## src/rtl/fetch_stage.sv

```systemverilog
// Instruction-fetch stage with IF/ID pipeline register: one outstanding imem
// request, one-entry skid buffer for decode stalls, discard of responses after redirects.
module fetch_stage #(
    parameter logic [31:0] RESET_PC  = 32'h0000_0000,
    parameter logic [31:0] NOP_INSTR = 32'h0000_0013
) (
    input  logic        clk,
    input  logic        reset,
    output logic        imem_req,
    output logic [31:0] imem_addr,
    input  logic        imem_ack,
    input  logic [31:0] imem_rdata,
    input  logic        id_stall,
    input  logic        redirect_valid,
    input  logic [31:0] redirect_target,
    output logic [31:0] id_instr,
    output logic [31:0] id_pc,
    output logic        id_valid
);

    typedef enum logic [1:0] {
        S_FETCH,
        S_DISCARD,
        S_HOLD
    } state_t;

    state_t      state;
    logic [31:0] pc_q;
    logic [31:0] req_addr_q;
    logic [31:0] pend_q;
    logic [31:0] skid_instr;
    logic [31:0] skid_pc;
    logic [31:0] tgt;
    logic [31:0] discard_next;

    assign tgt          = {redirect_target[31:2], 2'b00};
    assign discard_next = redirect_valid ? tgt : pend_q;

    // Gated by reset directly so no request is visible while reset is held.
    assign imem_req  = !reset && (state != S_HOLD);
    assign imem_addr = req_addr_q;

    always_ff @(posedge clk or posedge reset) begin
        if (reset) begin
            state      <= S_FETCH;
            pc_q       <= RESET_PC;
            req_addr_q <= RESET_PC;
            pend_q     <= '0;
            skid_instr <= NOP_INSTR;
            skid_pc    <= '0;
        end else begin
            case (state)
                S_FETCH: begin
                    if (imem_ack) begin
                        if (redirect_valid) begin
                            pc_q       <= tgt;
                            req_addr_q <= tgt;
                        end else if (id_stall) begin
                            skid_instr <= imem_rdata;
                            skid_pc    <= req_addr_q;
                            pc_q       <= req_addr_q + 32'd4;
                            state      <= S_HOLD;
                        end else begin
                            pc_q       <= req_addr_q + 32'd4;
                            req_addr_q <= req_addr_q + 32'd4;
                        end
                    end else if (redirect_valid) begin
                        pend_q <= tgt;
                        state  <= S_DISCARD;
                    end
                end
                S_DISCARD: begin
                    if (imem_ack) begin
                        pc_q       <= discard_next;
                        req_addr_q <= discard_next;
                        state      <= S_FETCH;
                    end else if (redirect_valid) begin
                        pend_q <= tgt;
                    end
                end
                S_HOLD: begin
                    if (redirect_valid) begin
                        skid_instr <= NOP_INSTR;
                        skid_pc    <= '0;
                        pc_q       <= tgt;
                        req_addr_q <= tgt;
                        state      <= S_FETCH;
                    end else if (!id_stall) begin
                        req_addr_q <= pc_q;
                        state      <= S_FETCH;
                    end
                end
                default: state <= S_FETCH;
            endcase
        end
    end

    // IF/ID: redirect flush beats stall, stall beats load/bubble.
    always_ff @(posedge clk or posedge reset) begin
        if (reset) begin
            id_instr <= NOP_INSTR;
            id_pc    <= '0;
            id_valid <= 1'b0;
        end else if (redirect_valid) begin
            id_instr <= NOP_INSTR;
            id_valid <= 1'b0;
        end else if (!id_stall) begin
            if (state == S_FETCH && imem_ack) begin
                id_instr <= imem_rdata;
                id_pc    <= req_addr_q;
                id_valid <= 1'b1;
            end else if (state == S_HOLD) begin
                id_instr <= skid_instr;
                id_pc    <= skid_pc;
                id_valid <= 1'b1;
            end else begin
                id_instr <= NOP_INSTR;
                id_valid <= 1'b0;
            end
        end
    end

endmodule

```

## config.mk

```make
export PLATFORM = sky130hd
export DESIGN_NAME = fetch_stage
export DESIGN_NICKNAME = d
export VERILOG_FILES = /design/src/rtl/fetch_stage.sv
export SDC_FILE = /design/constraint.sdc
export NUM_CORES = 1
export LEC_CHECK = 0
export ABC_CLOCK_PERIOD_IN_PS = 10400
export CAP_MARGIN = 20
export CORE_MARGIN = 8
export CORE_UTILIZATION = 23
export DETAILED_ROUTE_END_ITERATION = 7
export HOLD_SLACK_MARGIN = 0.12
export PLACE_DENSITY = 0.5
export SLEW_MARGIN = 20
export SYNTH_ARGS = -nofsm -noshare
export SYNTH_HDL_FRONTEND = slang
export SYNTH_SLANG_ARGS = --single-unit
```

## constraint.sdc

```tcl
create_clock -name clk -period 10.4 [get_ports clk]
set_input_delay 1.04 -clock clk [delete_from_list [all_inputs] [get_ports clk]]
set_output_delay 1.04 -clock clk [all_outputs]
set_load 0.01 [all_outputs]
```

==> results.tsv <==
stage	metric	value	unit
place	dpl_worst_slack	6193	ps
synthesis	synth_commonest_cells	275 x nand2_1, 221 x dfrtp_1, 110 x o21ai_0	
clock_tree	worstSkewPairLatency	560	ps
synthesis	synth_area_leaders	dfrtp_1 46%, nand2_1 8.6%, mux2i_1 5.0%, o21ai_0 4.6%, a21oi_1 3.8%	
routing	via_count	10360	
power_and_ir_drop	ir_worst_vdd	0.2621	mV
timing	grt_setup_unrepaired	false	
timing	hold_violations	0	
final_layout	finalNonFillerCells	2144	
place	dp_hpwl	25730	um
clock_tree	post_cts_buffers	0	
clock_tree	hold_buffers	0	
synthesis	synth_edf_count	0	
final_layout	fin_util	29.29	%
synthesis	synth_seq_cells	227	
die	die_y	244.8	um
timing	holdWs	452.1	ps
routing	vias_per_cell	4.833	
die	io_pins	167	
clock_tree	post_cts_resized	0	
place	portBuffers	164	
synthesis	avgSynthCellArea	8.923	um2
clock_tree	cts-buffers-inserted	28	
worst_setup_path	reg2reg_slack	6960	ps
routing	drt_iter0_markers	581	
timing	setup_viol	0	
final_layout	final_nets	1507	
routing	antenna_left	0	
worst_setup_path	r2r_cells	8	
clock_tree	clkTransAtPathRegs	60	ps
worst_setup_path	cp-start-kind	primary input	
global_routing	grt_remaining_overflow	0	
power_and_ir_drop	power.total	4.573	mW
run	drv_cap	0	
timing	fin_crit	3624	ps
synthesis	syn_nets	1423	
synthesis	synth_top_cell_by_area	dfrtp_1	
clock_tree	cts_max_path_buffers	3	
global_routing	grt_pass1_wl	62530	um
worst_hold_path	min_path_cells	2	
timing	tightest_slew	1034	ps
synthesis	postSynthCellCount	1349	
clock_tree	htreeDepth	1	
place	gp_congestion	0.7632	
worst_setup_path	r2r_start	state[0]	
synthesis	postSynth.asyncResetShare	100.0	%
final_layout	drive_gt1_share	8.935	%
worst_setup_path	critPathKind	in2reg	
clock_tree	clock_sinks	227	
synthesis	synthFlopType	dfrtp_1	
worst_setup_path	r2r_end	skid_instr[4]	
global_routing	grt_pass1_vias	10080	
timing	finalSetupTns	0	ps
die	start_util	23.09	%
timing	drv_slew	0	
routing	drc	0	
timing	period_share	34.85	%
synthesis	ys_seq_area_share	47.26	%
routing	firstDrtPassIters	5	
worst_hold_path	worstHoldEndpoint	skid_instr[1]	
final_layout	area_growth	26.87	%
global_routing	grt_usage	13.02	%
worst_setup_path	arrival	4060	ps
routing	drt_wl_total	40560	um
worst_hold_path	hp-class	reg2reg	
synthesis	post_synth_num_cell_types	63	
place	placed_area	14220	um2
place	dp.cells	2091	
global_routing	grt_max_degree	94	
synthesis	synth.most_common_cell	nand2_1	
clock_tree	root_buffer	clkbuf_16	
final_layout	design_area	15270	um2
final_layout	n_fill_cell	5528	
worst_setup_path	crit_path_end_kind	register	
synthesis	synth_warnings	0	
die	core-area	52130	um2
timing	relSlewSlack	30.81	%
synthesis	netlist.area_leader.share	45.95	%
worst_hold_path	worstHoldStart	skid_instr[1]	
power_and_ir_drop	power_density	299.5	nW/um2
worst_setup_path	crit_fanout	37	
clock_tree	cts_tree	done	
timing	skew	17.35	ps
die	die_area	59910	um2
timing	setup_ws	6776	ps
worst_setup_path	required	10830	ps
routing	wl_per_cell	18.92	um
global_routing	antenna_found_initial	7	
power_and_ir_drop	leakage	6.349	nW
status	status	finished, final reports clean	
die	die_w	244.8	um
timing	max_freq	275.9	MHz
die	fp-row-count	84	
synthesis	synth_area	12040	um2
==> critical path: stages <==
cell and delay [ps]:
clkdlybuf4s50_1 700, nor2b_2 290, buf_4 270, a211oi_1 510
nand2_2 650, a221oi_1 450, a21oi_1 110
==> sequential cells by signal, summed over array words and instances, names as in the netlist <==
| name | flops |
|---|---|
| id_instr | 32 |
| id_pc | 32 |
| imem_addr | 32 |
| pc_q | 32 |
| pend_q | 32 |
| skid_instr | 32 |
| skid_pc | 32 |
| state | 2 |
| id_valid | 1 |
==> cell type report <==
cell class	count	area, um2	share of cell area, %
clock inverters	14	205.2	1.344
well taps	688	860.8	5.637
diodes	1	2.502	0.01639
inverters	32	127.6	0.8357
multi-input cells	965	5796	37.95
flip-flops and latches	227	5688	37.25
clock buffers	38	839.6	5.498
repair buffers	179	1752	11.47
==> power breakdown <==
group / total, mW / switching [mW] / internal [mW] / leakage (nW)
sequential: 1.63 / 0.370 / 1.26 / 2.85
clock: 1.09 / 0.405 / 0.688 / 0.524
combinational: 1.85 / 1.06 / 0.798 / 2.98
==> per-layer routing <==
metal	global-route usage, %	share of wire, %
met1	17.05	45
met5	0	0.17
met3	3.130	6.6
met4	3.961	2.3
met2	21.10	46
==> how the worst max path moves through the flow <==
stage               startpoint       endpoint  depth (start not counted)
CTS                   id_stall  imem_addr[27]                          7
global placement      id_stall  imem_addr[27]                          7
global route          id_stall  imem_addr[27]                          7
detailed placement    id_stall  imem_addr[27]                          7
floorplan                reset   id_instr[10]                          1
finish                id_stall  imem_addr[27]                          7
==> placed cells by master, fill, tap and decap left out, drive strengths merged, types with 4 or more instances in the layout <==
master	count
nand2	275
dfrtp	221
clkdlybuf4s50	163
o21ai	118
a21oi	92
nor2	68
mux2i	60
nand3b	59
clkbuf	38
mux2	33
inv	32
a22oi	28
o22ai	25
nand3	21
a22o	17
nor4	17
buf	16
a221oi	15
a211oi	15
o31ai	13
nand2b	12
nand4	9
clkinv	9
xnor2	8
o31a	7
a31oi	7
dfstp	6
nor3	6
and2	6
o311ai	6
bufinv	5
ha	5
xor2	4
o21a	4
==> cells by family after synthesis <==
kind of cell,count (synthesis),synth area share (%)
AO/OA/AOI/OAI,368,19.18
XOR/XNOR,12,0.8732
adder cells (fa/ha/maj),5,0.5198
buffers and inverters,157,5.177
flip-flops,227,47.26
multiplexers,93,8.077
AND/OR/NAND/NOR,487,18.92
Power figures use the tool's default switching activity.
